`src/rtl/uart_imem_loader_if.sv`:
```
// Instruction-memory write port shared between the UART loader and the memory.
interface uart_imem_loader_if #(
  parameter int unsigned ADDR_W = 8
) ();
  logic              wr_en;
  logic [ADDR_W-1:0] wr_addr;
  logic [31:0]       wr_data;

  modport master (output wr_en, output wr_addr, output wr_data);
  modport slave  (input  wr_en, input  wr_addr, input  wr_data);
endinterface

```
`src/rtl/uart_imem_loader.sv`:
```
// UART 8N1 bootloader: receives a framed program image and writes it word by
// word into instruction memory, reporting progress and errors.
// Frame: A5, N (0 = 256 words), N x 4 bytes MSB-first, XOR checksum of data.
module uart_imem_loader #(
  parameter int unsigned CLK_FREQ = 50000000,
  parameter int unsigned BAUD     = 115200,
  parameter int unsigned ADDR_W   = 8
) (
  input  logic                clk,
  input  logic                _rst,
  input  logic                rxd,
  uart_imem_loader_if.master  imem,
  output logic                busy,
  output logic                done,
  output logic                csum_err,
  output logic                frame_err,
  output logic [ADDR_W:0]     word_count
);

  localparam int unsigned DIV   = CLK_FREQ / BAUD;
  localparam int unsigned CNT_W = $clog2(DIV + 1);
  localparam int unsigned CW    = ADDR_W + 1;

  localparam logic [1:0] R_IDLE  = 2'd0;
  localparam logic [1:0] R_START = 2'd1;
  localparam logic [1:0] R_DATA  = 2'd2;
  localparam logic [1:0] R_STOP  = 2'd3;

  localparam logic [2:0] L_SYNC  = 3'd0;
  localparam logic [2:0] L_COUNT = 3'd1;
  localparam logic [2:0] L_DATA  = 3'd2;
  localparam logic [2:0] L_CSUM  = 3'd3;
  localparam logic [2:0] L_DONE  = 3'd4;

  localparam logic [7:0] SYNC_BYTE = 8'hA5;

  // ---------------- rxd synchroniser ----------------
  logic rx_meta, rx_sync, rx_prev;

  // Two-flop synchroniser plus one delayed copy for falling-edge detection.
  always_ff @(posedge clk or negedge _rst) begin
    if (!_rst) begin
      rx_meta <= 1'b1;
      rx_sync <= 1'b1;
      rx_prev <= 1'b1;
    end else begin
      rx_meta <= rxd;
      rx_sync <= rx_meta;
      rx_prev <= rx_sync;
    end
  end

  // ---------------- byte receiver ----------------
  logic [1:0]       r_state_q, r_state_d;
  logic [CNT_W-1:0] r_cnt_q, r_cnt_d;
  logic [2:0]       r_bit_q, r_bit_d;
  logic [7:0]       r_shift_q, r_shift_d;
  logic             byte_valid_q, byte_valid_d;
  logic             frame_evt_q, frame_evt_d;
  logic             r_expire;

  assign r_expire = (r_cnt_q == CNT_W'(1));

  // Receiver next-state: mid-bit sampling driven by a down-counter.
  always_comb begin
    r_state_d    = r_state_q;
    r_cnt_d      = r_cnt_q;
    r_bit_d      = r_bit_q;
    r_shift_d    = r_shift_q;
    byte_valid_d = 1'b0;
    frame_evt_d  = 1'b0;
    case (r_state_q)
      R_IDLE: begin
        if (rx_prev && !rx_sync) begin
          r_state_d = R_START;
          r_cnt_d   = CNT_W'(DIV / 2);
        end
      end
      R_START: begin
        if (r_expire) begin
          if (!rx_sync) begin
            r_state_d = R_DATA;
            r_cnt_d   = CNT_W'(DIV);
            r_bit_d   = 3'd0;
          end else begin
            r_state_d = R_IDLE;
          end
        end else begin
          r_cnt_d = r_cnt_q - CNT_W'(1);
        end
      end
      R_DATA: begin
        if (r_expire) begin
          r_shift_d = {rx_sync, r_shift_q[7:1]};
          r_cnt_d   = CNT_W'(DIV);
          if (r_bit_q == 3'd7) begin
            r_state_d = R_STOP;
          end else begin
            r_bit_d = r_bit_q + 3'd1;
          end
        end else begin
          r_cnt_d = r_cnt_q - CNT_W'(1);
        end
      end
      R_STOP: begin
        if (r_expire) begin
          r_state_d = R_IDLE;
          if (rx_sync) begin
            byte_valid_d = 1'b1;
          end else begin
            frame_evt_d = 1'b1;
          end
        end else begin
          r_cnt_d = r_cnt_q - CNT_W'(1);
        end
      end
      default: r_state_d = R_IDLE;
    endcase
  end

  // Receiver state register.
  always_ff @(posedge clk or negedge _rst) begin
    if (!_rst) begin
      r_state_q    <= R_IDLE;
      r_cnt_q      <= '0;
      r_bit_q      <= '0;
      r_shift_q    <= '0;
      byte_valid_q <= 1'b0;
      frame_evt_q  <= 1'b0;
    end else begin
      r_state_q    <= r_state_d;
      r_cnt_q      <= r_cnt_d;
      r_bit_q      <= r_bit_d;
      r_shift_q    <= r_shift_d;
      byte_valid_q <= byte_valid_d;
      frame_evt_q  <= frame_evt_d;
    end
  end

  // ---------------- loader ----------------
  logic [2:0]        l_state_q, l_state_d;
  logic              busy_q, busy_d;
  logic              done_q, done_d;
  logic              csum_err_q, csum_err_d;
  logic              frame_err_q, frame_err_d;
  logic [CW-1:0]     word_count_q, word_count_d;
  logic [CW-1:0]     n_words_q, n_words_d;
  logic [ADDR_W-1:0] addr_q, addr_d;
  logic [23:0]       asm_q, asm_d;
  logic [1:0]        bidx_q, bidx_d;
  logic [7:0]        csum_q, csum_d;
  logic              wr_en_q, wr_en_d;
  logic [ADDR_W-1:0] wr_addr_q, wr_addr_d;
  logic [31:0]       wr_data_q, wr_data_d;
  logic [7:0]        rx_byte;

  assign rx_byte = r_shift_q;

  // Loader next-state: frame errors abort a load; otherwise act on each byte.
  always_comb begin
    l_state_d    = l_state_q;
    busy_d       = busy_q;
    done_d       = done_q;
    csum_err_d   = csum_err_q;
    frame_err_d  = frame_err_q;
    word_count_d = word_count_q;
    n_words_d    = n_words_q;
    addr_d       = addr_q;
    asm_d        = asm_q;
    bidx_d       = bidx_q;
    csum_d       = csum_q;
    wr_en_d      = 1'b0;
    wr_addr_d    = wr_addr_q;
    wr_data_d    = wr_data_q;
    if (frame_evt_q) begin
      frame_err_d = 1'b1;
      if (busy_q) begin
        l_state_d = L_SYNC;
        busy_d    = 1'b0;
      end
    end else if (l_state_q == L_DONE) begin
      busy_d    = 1'b0;
      l_state_d = L_SYNC;
    end else if (byte_valid_q) begin
      case (l_state_q)
        L_SYNC: begin
          if (rx_byte == SYNC_BYTE) begin
            done_d       = 1'b0;
            csum_err_d   = 1'b0;
            frame_err_d  = 1'b0;
            word_count_d = '0;
            busy_d       = 1'b1;
            l_state_d    = L_COUNT;
          end
        end
        L_COUNT: begin
          n_words_d = (rx_byte == 8'd0) ? CW'(256) : CW'(rx_byte);
          addr_d    = '0;
          bidx_d    = '0;
          csum_d    = '0;
          l_state_d = L_DATA;
        end
        L_DATA: begin
          asm_d  = {asm_q[15:0], rx_byte};
          csum_d = csum_q ^ rx_byte;
          bidx_d = bidx_q + 2'd1;
          if (bidx_q == 2'd3) begin
            wr_en_d      = 1'b1;
            wr_addr_d    = addr_q;
            wr_data_d    = {asm_q, rx_byte};
            addr_d       = addr_q + ADDR_W'(1);
            word_count_d = word_count_q + CW'(1);
            if (word_count_q + CW'(1) == n_words_q) begin
              l_state_d = L_CSUM;
            end
          end
        end
        L_CSUM: begin
          if (rx_byte == csum_q) begin
            done_d = 1'b1;
          end else begin
            csum_err_d = 1'b1;
          end
          l_state_d = L_DONE;
        end
        default: l_state_d = L_SYNC;
      endcase
    end
  end

  // Loader state and output registers.
  always_ff @(posedge clk or negedge _rst) begin
    if (!_rst) begin
      l_state_q    <= L_SYNC;
      busy_q       <= 1'b0;
      done_q       <= 1'b0;
      csum_err_q   <= 1'b0;
      frame_err_q  <= 1'b0;
      word_count_q <= '0;
      n_words_q    <= '0;
      addr_q       <= '0;
      asm_q        <= '0;
      bidx_q       <= '0;
      csum_q       <= '0;
      wr_en_q      <= 1'b0;
      wr_addr_q    <= '0;
      wr_data_q    <= '0;
    end else begin
      l_state_q    <= l_state_d;
      busy_q       <= busy_d;
      done_q       <= done_d;
      csum_err_q   <= csum_err_d;
      frame_err_q  <= frame_err_d;
      word_count_q <= word_count_d;
      n_words_q    <= n_words_d;
      addr_q       <= addr_d;
      asm_q        <= asm_d;
      bidx_q       <= bidx_d;
      csum_q       <= csum_d;
      wr_en_q      <= wr_en_d;
      wr_addr_q    <= wr_addr_d;
      wr_data_q    <= wr_data_d;
    end
  end

  assign imem.wr_en   = wr_en_q;
  assign imem.wr_addr = wr_addr_q;
  assign imem.wr_data = wr_data_q;
  assign busy         = busy_q;
  assign done         = done_q;
  assign csum_err     = csum_err_q;
  assign frame_err    = frame_err_q;
  assign word_count   = word_count_q;

endmodule
```
`src/flat_wrapper.sv`:
```
// flat-port wrapper written by rule: the top's interface ports become plain ports
module uart_imem_loader_flat 
#(
  parameter int unsigned CLK_FREQ = 50000000,
  parameter int unsigned BAUD     = 115200,
  parameter int unsigned ADDR_W   = 8
)
  (clk, _rst, rxd, busy, done, csum_err, frame_err, word_count, imem_wr_en, imem_wr_addr, imem_wr_data);
  uart_imem_loader_if #(.ADDR_W(ADDR_W)) imem_i ();
  input  logic clk;
  input  logic _rst;
  input  logic rxd;
  output logic busy;
  output logic done;
  output logic csum_err;
  output logic frame_err;
  output logic [ADDR_W:0] word_count;
  output wire logic [$bits(imem_i.wr_en)-1:0] imem_wr_en;
  output wire logic [$bits(imem_i.wr_addr)-1:0] imem_wr_addr;
  output wire logic [$bits(imem_i.wr_data)-1:0] imem_wr_data;
  assign imem_wr_en = imem_i.wr_en;
  assign imem_wr_addr = imem_i.wr_addr;
  assign imem_wr_data = imem_i.wr_data;
  uart_imem_loader #(.CLK_FREQ(CLK_FREQ), .BAUD(BAUD), .ADDR_W(ADDR_W)) u_core (.clk(clk), ._rst(_rst), .rxd(rxd), .imem(imem_i), .busy(busy), .done(done), .csum_err(csum_err), .frame_err(frame_err), .word_count(word_count));
endmodule
```
`config.mk`:
```
export PLATFORM = sky130hd
export DESIGN_NAME = uart_imem_loader_flat
export DESIGN_NICKNAME = d
export VERILOG_FILES = /design/src/rtl/uart_imem_loader_if.sv /design/src/rtl/uart_imem_loader.sv /design/src/flat_wrapper.sv
export SDC_FILE = /design/constraint.sdc
export NUM_CORES = 1
export LEC_CHECK = 0
export CAP_MARGIN = 20
export CORE_MARGIN = 8
export CORE_UTILIZATION = 55
export DETAILED_ROUTE_END_ITERATION = 8
export GPL_TIMING_DRIVEN = 0
export PLACE_DENSITY_LB_ADDON = 0.2
export SETUP_SLACK_MARGIN = 0.02
export SYNTH_ARGS = -nofsm -noshare
export SYNTH_HDL_FRONTEND = slang
export SYNTH_SLANG_ARGS = --single-unit
```
`constraint.sdc`:
```
create_clock -name clk -period 2.2 [get_ports clk]
set_clock_uncertainty 0.05 [all_clocks]
set_input_delay 0.66 -clock clk [delete_from_list [all_inputs] [get_ports clk]]
set_output_delay 0.66 -clock clk [all_outputs]
set_load 0.01 [all_outputs]
```
* Word level (Yosys, flattened, before mapping)
Index checks and enable logic that the tools add are counted.
** Cells by class
- $add $sub $neg :: 5
- Multiply operators :: 0
- Divide/modulo/power cells :: 0
- Order comparisons :: 0
- Equal/unequal tests :: 31
- Shifts and indexed selects :: 0
- Muxes and demuxes :: 59
- Bitwise gates (word level) :: 3
- Reduce and logical (&&, ||, !) cells :: 30
** Operator list (count)
- $mux W9 :: 8
- $pmux W9 S4 :: 1
- $mux W3 :: 11
- $pmux W8 S2 :: 2
- $reduce_and A5 Y1 :: 5
- $mux W1 :: 23
- $ne A2 B1 Y1 const B :: 9
- $pmux W9 S2 :: 1
- $reduce_and A6 Y1 :: 3
- $reduce_and A4 Y1 :: 4
- $reduce_bool A2 Y1 :: 7
- $mux W2 :: 6
- $ne A4 B1 Y1 const B :: 3
- $pmux W3 S4 :: 1
- $ne A2 B2 Y1 const B :: 5
- $add A9 B1 Y9 const B :: 1
- $eq A9 B1 Y1 const B :: 1
- $eq A9 B9 Y1 :: 1
- $reduce_bool A3 Y1 :: 3
- $sub A9 B1 Y9 const B :: 1
- $add A8 B1 Y8 const B :: 1
- $eq A8 B8 Y1 :: 1
- $eq A8 B8 Y1 const B :: 1
- $logic_not A8 Y1 :: 1
- 21 further kinds :: 28
** Storage, ports and cells
- Register bits :: 135
- Latch bits :: 0
- Bits in writable memories :: 0
- Bits in read-only memories :: 0
- Logic and storage cells :: 151
- Memories :: 0

* Longest topological paths before layout
- Word-level depth :: 8
- Gate-level depth with buffers :: 8
- Gate-level depth less buffers :: 7

* Worst setup path before layout
No wires, ideal clock.
- Path kind :: flip-flop to flip-flop
- From :: reg u_core.r_cnt_q[6]
- To :: reg u_core.r_cnt_q[5]
- Arrival time :: 1.651 ns
- Data required time :: 2.029 ns
- Slack :: 0.378 ns
- Cell stages (with the launch flop) :: 7
- Path buffers :: 0
- Clock period less this slack :: 1.822 ns
- Path through :: dfrtp_1 nor4_4 nand4b_4 o21bai_4 nor2_2 a21o_1 a22o_1
** On the way
- Longest elaborated chain between the ends :: 3
** Ends and longest elaborated chain
- start, declared :: RTL line uart_imem_loader.sv:55 : logic [CNT_W-1:0] r_cnt_q, r_cnt_d;
- start signal, assigned :: RTL line uart_imem_loader.sv:132 : r_cnt_q <= r_cnt_d;
- $eq A9 B1 Y1 (*) :: RTL line uart_imem_loader.sv:62 : assign r_expire = (r_cnt_q == CNT_W'(1));
- $mux W9 (tied with other cells) :: RTL line uart_imem_loader.sv:93 : if (r_expire) begin
- $pmux W9 S4 / $reduce_and A3 Y1 (equally long branches)
Mark *: on every way between the ends. The rest lies on a longest branch, timed or not.
A chain may end at the register's enable or synchronous reset.

* Final worst setup path
- From :: reg u_core.wr_addr_q[5] (netlist: u_core.imem.wr_addr[5])
- To :: out imem_wr_addr[5]
** RTL lines
- start, declared :: RTL line uart_imem_loader.sv:153 : logic [ADDR_W-1:0] wr_addr_q, wr_addr_d;
- start signal, assigned :: RTL line uart_imem_loader.sv:261 : wr_addr_q <= wr_addr_d;
- end, declared :: RTL line flat_wrapper.sv:19 : output wire logic [$bits(imem_i.wr_addr)-1:0] imem_wr_addr;
No word-level cell between the ends.

==> summary by stage <==
CTS
The clock passes through at most 2 buffers. The later pin in the worst-skew pair is clocked with a latency of 0.53 ns. The clock tree synthesis step divided the H-tree into 4 levels. The TritonCTS clock tree is yes. The number of buffers added by the clock tree synthesis step is 17. The number of sinks on the clock net is 135.

After clock tree synthesis, the clock-pin slew on the worst setup and hold paths is 0.06 ns. The root buffer cell chosen for the clock tree is sky130_fd_sc_hd__clkbuf_8.

Layout
The number of antenna diodes in the final layout is 0. The leading cell type in the layout, fill and taps excluded is sky130_fd_sc_hd__nand2_1. After filler insertion, the fill cell instance count of the layout stands at 843. Leaving out fill and tap cells, the most frequent cells in the layout are sky130_fd_sc_hd__nand2_1, sky130_fd_sc_hd__dfrtp_1, sky130_fd_sc_hd__o21ai_0. The final standard cell count with taps included and fillers excluded is 895.

The share of layout cells above drive strength 1 is 10.1%. The final design utilization is 69.4%. The number of nets in the layout is 757. Relative to the synthesized area, the layout overhead comes to 22.7%.

Floorplan
57 I/O pins were placed. The core outline area is 10,800 µm². Row generation in the floorplan step produced 38 rows. The width of the die is 122 µm.

The overall die height is 122 µm. The starting utilization of the core area is 56.6%. The die covers 14,800 µm².

Logic synthesis
Sorting the synthesized cells by area gives the leading types as sky130_fd_sc_hd__dfrtp_1, sky130_fd_sc_hd__nand2_1, sky130_fd_sc_hd__o21ai_0. The share of Yosys cell area claimed by the top area cell type is 53.8%. The number of enable-type register cells in the synthesized netlist is 0. The number of warning messages in the yosys log is 0.

The flip-flop cell with the highest count after synthesis is sky130_fd_sc_hd__dfrtp_1. The synthesized design spends more area on one cell type than any other, namely sky130_fd_sc_hd__dfrtp_1. For this run, the register share of the synthesized area comes to 55.1%. The number of cells produced by synthesis is 665. The cell area that synthesis handed to floorplanning was 6130 µm².

The net count after synthesis is 679. The per-instance average area after synthesis is 9.23 µm². In the synthesized netlist the async set-or-reset flop fraction comes to 100%. The synthesized flop and latch total is 135.

The distinct cell type count after synthesis is 53.

Power
The standby leakage power is 3.99 nW. The maximum vdd drop is 0.723 mV. The areal power density over the cells is 867 nW/µm².

Worst setup path
The peak fanout along the critical path is 2. The delay of the slowest cell on the worst path is 0.55 ns. In this run the register-to-register setup slack is 0.11 ns. The start-to-end type of the worst setup path is reg2out.

On the critical path, the stage with the largest delay is an instance of sky130_fd_sc_hd__clkdlybuf4s50_1. The path depth of the worst reg2reg path is 7. The critical path's top delay family is buffers and inverters. In this run the worst setup path begins at u_core.imem.wr_addr[5]. The kind of capture point of the worst setup path is an output pin. In this run the number of cells on the critical path is 1. In this run the worst setup path terminates at imem_wr_addr[5]. At the worst endpoint, the required time is 1.49 ns.

The number of buffers and inverters on the critical path is 1. The kind of start point of the critical path is a flop. Walking the worst path, the cells encountered are clkdlybuf4s50_1. In this run the critical register-to-register path is captured at u_core.addr_q[5].

The worst path arrival time is 1.44 ns. The startpoint identified for the worst register-to-register timing path is u_core.l_state_q[2].

Global route
For this run, the total global-route usage over all layers was measured as 20.1%. The via count of the first global-routing pass came to 4,934. The first global-routing pass estimated 23,900 µm of wire. Entering global routing, the biggest net connects 73 pins. The total congestion overflow after global routing is 0. The initial antenna violation count is 0.

Routing
The final route contains 5,005 vias. After detailed routing, the number of vias per cell comes to 5.59. The number of iterations in the first detailed-routing pass is 7.

The remaining antenna violation count is 0. Wires add up to 14,300 µm. In this run, the number of DRC markers left after iteration 0 of detailed routing was 414.

The DRC violations left is 0. The routed wire length per instance is 16.0 µm.

Timing
Setup repair after global routing could not meet its margin everywhere. The normalized max-slew margin is 59.7%. Setup violations remaining at the end of the flow were counted as 0. Based on the critical path, the design can be clocked at up to 0.465 GHz. The max-slew violation count is 0. The minimum period implied by the final worst setup slack is 2.15 ns. For the pin with the worst max-slew slack, the measured transition is 0.600 ns. The worst path uses 97.8% of the clock period.

The final hold violation count is 0. The worst-case hold slack is 0.0638 ns. For the final routed database, the setup TNS stands at 0 ns.

Placement
The number of cells in the design after placement is 862. In this run the tool buffered the top-level ports with 56 buffer cells. Routability-driven placement finished with a final weighted congestion of 0.853. The post-DP HPWL is 9680 µm.

Flow run
Across the run, the number of max-cap violations was 0.

Hold path
The worst hold path belongs to the class in2async.

Run status
The run finished with clean final reports.
[cell type report]
cell class | instances | area, µm² | area share, %
well taps | 140 | 175 | 2.33
flip-flops and latches | 135 | 3390 | 45.0
repair buffers | 59 | 618 | 8.21
inverters | 15 | 56.3 | 0.748
plain buffers | 31 | 129 | 1.71
multi-input cells | 484 | 2600 | 34.6
clock inverters | 12 | 129 | 1.71
clock buffers | 19 | 432 | 5.74
[worst reg2reg max path, delay by kind of cell, from the launching register on]
family / cells / cell delay, ns
simple gates: 4 / 0.90
xor+xnor: 1 / 0.22
buf+inv: 1 / 0.18
compound gates: 1 / 0.25
flops: 1 / 0.35
[cells by family after synthesis]
kind of cell / Yosys count / synth area share [%]
buffers and inverters: 46 / 2.98
muxes: 11 / 2.00
adders and majority gates: 11 / 2.24
AOI/OAI and AO/OA: 109 / 10.8
xor gates and xnor gates: 22 / 3.14
DFF: 135 / 55.1
and+or+nand+nor: 331 / 23.7
[synth_stat cells (all sizes together), types with 9 or more instances]
| cell | number |
|---|---|
| clkbuf | 22 |
| nor2 | 43 |
| o21ai | 58 |
| a21oi | 19 |
| xor2 | 11 |
| nand4 | 10 |
| mux2 | 10 |
| inv | 15 |
| buf | 9 |
| and3 | 9 |
| ha | 11 |
| nand3 | 9 |
| nand2 | 220 |
| dfrtp | 132 |
| xnor2 | 11 |
| nand2b | 14 |
[state kept, by name, summed over array words and instances, names as in the netlist, 2 cells and up, named ones only]
register / flops
u_core.csum_q: 8
u_core.r_shift_q: 8
u_core.n_words_q: 9
u_core.asm_q: 24
u_core.l_state_q: 3
u_core.r_cnt_q: 9
u_core.addr_q: 8
u_core.word_count: 9
u_core.r_bit_q: 3
u_core.bidx_q: 2
u_core.imem.wr_addr: 8
u_core.imem.wr_data: 32
[per-stage QoR]
stage | power, mW | setup slack [ns] | instance area (µm²)
after global placement | 3.78 | -4.72 | 6870
after CTS | 6.56 | 0.0212 | 7470
final | 6.52 | 0.0490 | 7520
after floorplan | 3.57 | 0.378 | 6130
after detailed placement | 3.86 | 0.0267 | 6900
after global routing | 6.80 | -0.00239 | 7520
[worst min-delay path by stage]
stage | to | slack (ns) | startpoint
after detailed placement | u_core.rx_sync | 0.30 | u_core.rx_meta
after floorplan | u_core.rx_sync | 0.30 | u_core.rx_meta
after global placement | u_core.rx_sync | 0.30 | u_core.rx_meta
after CTS | u_core.addr_q[0] | 0.07 | _rst
final | u_core.addr_q[1] | 0.06 | _rst
after global routing | u_core.addr_q[0] | 0.10 | _rst
[power by group]
part	leakage, nW	switching (mW)	total, mW	internal (mW)
registers	1.86	0.126	2.73	2.61
logic	1.86	0.684	1.11	0.427
clock network	0.270	1.04	2.68	1.63
[metal layers]
| metal | wire length [µm] | track usage, % |
|---|---|---|
| met2 | 7100 | 33.8 |
| met5 | 0 | 0 |
| met1 | 6190 | 24.4 |
| met4 | 263 | 8.25 |
| met3 | 735 | 4.81 |
[timing repair]
item / CTS / global route
hold buffers: 0 / 0
setup endpoints to repair: 16 / 29
endpoints found under the hold margin: 0 / 0
gates resized for setup: 18 / 21
setup buffers: 2 / 0
Note: power is estimated with default switching activity, not from simulation.
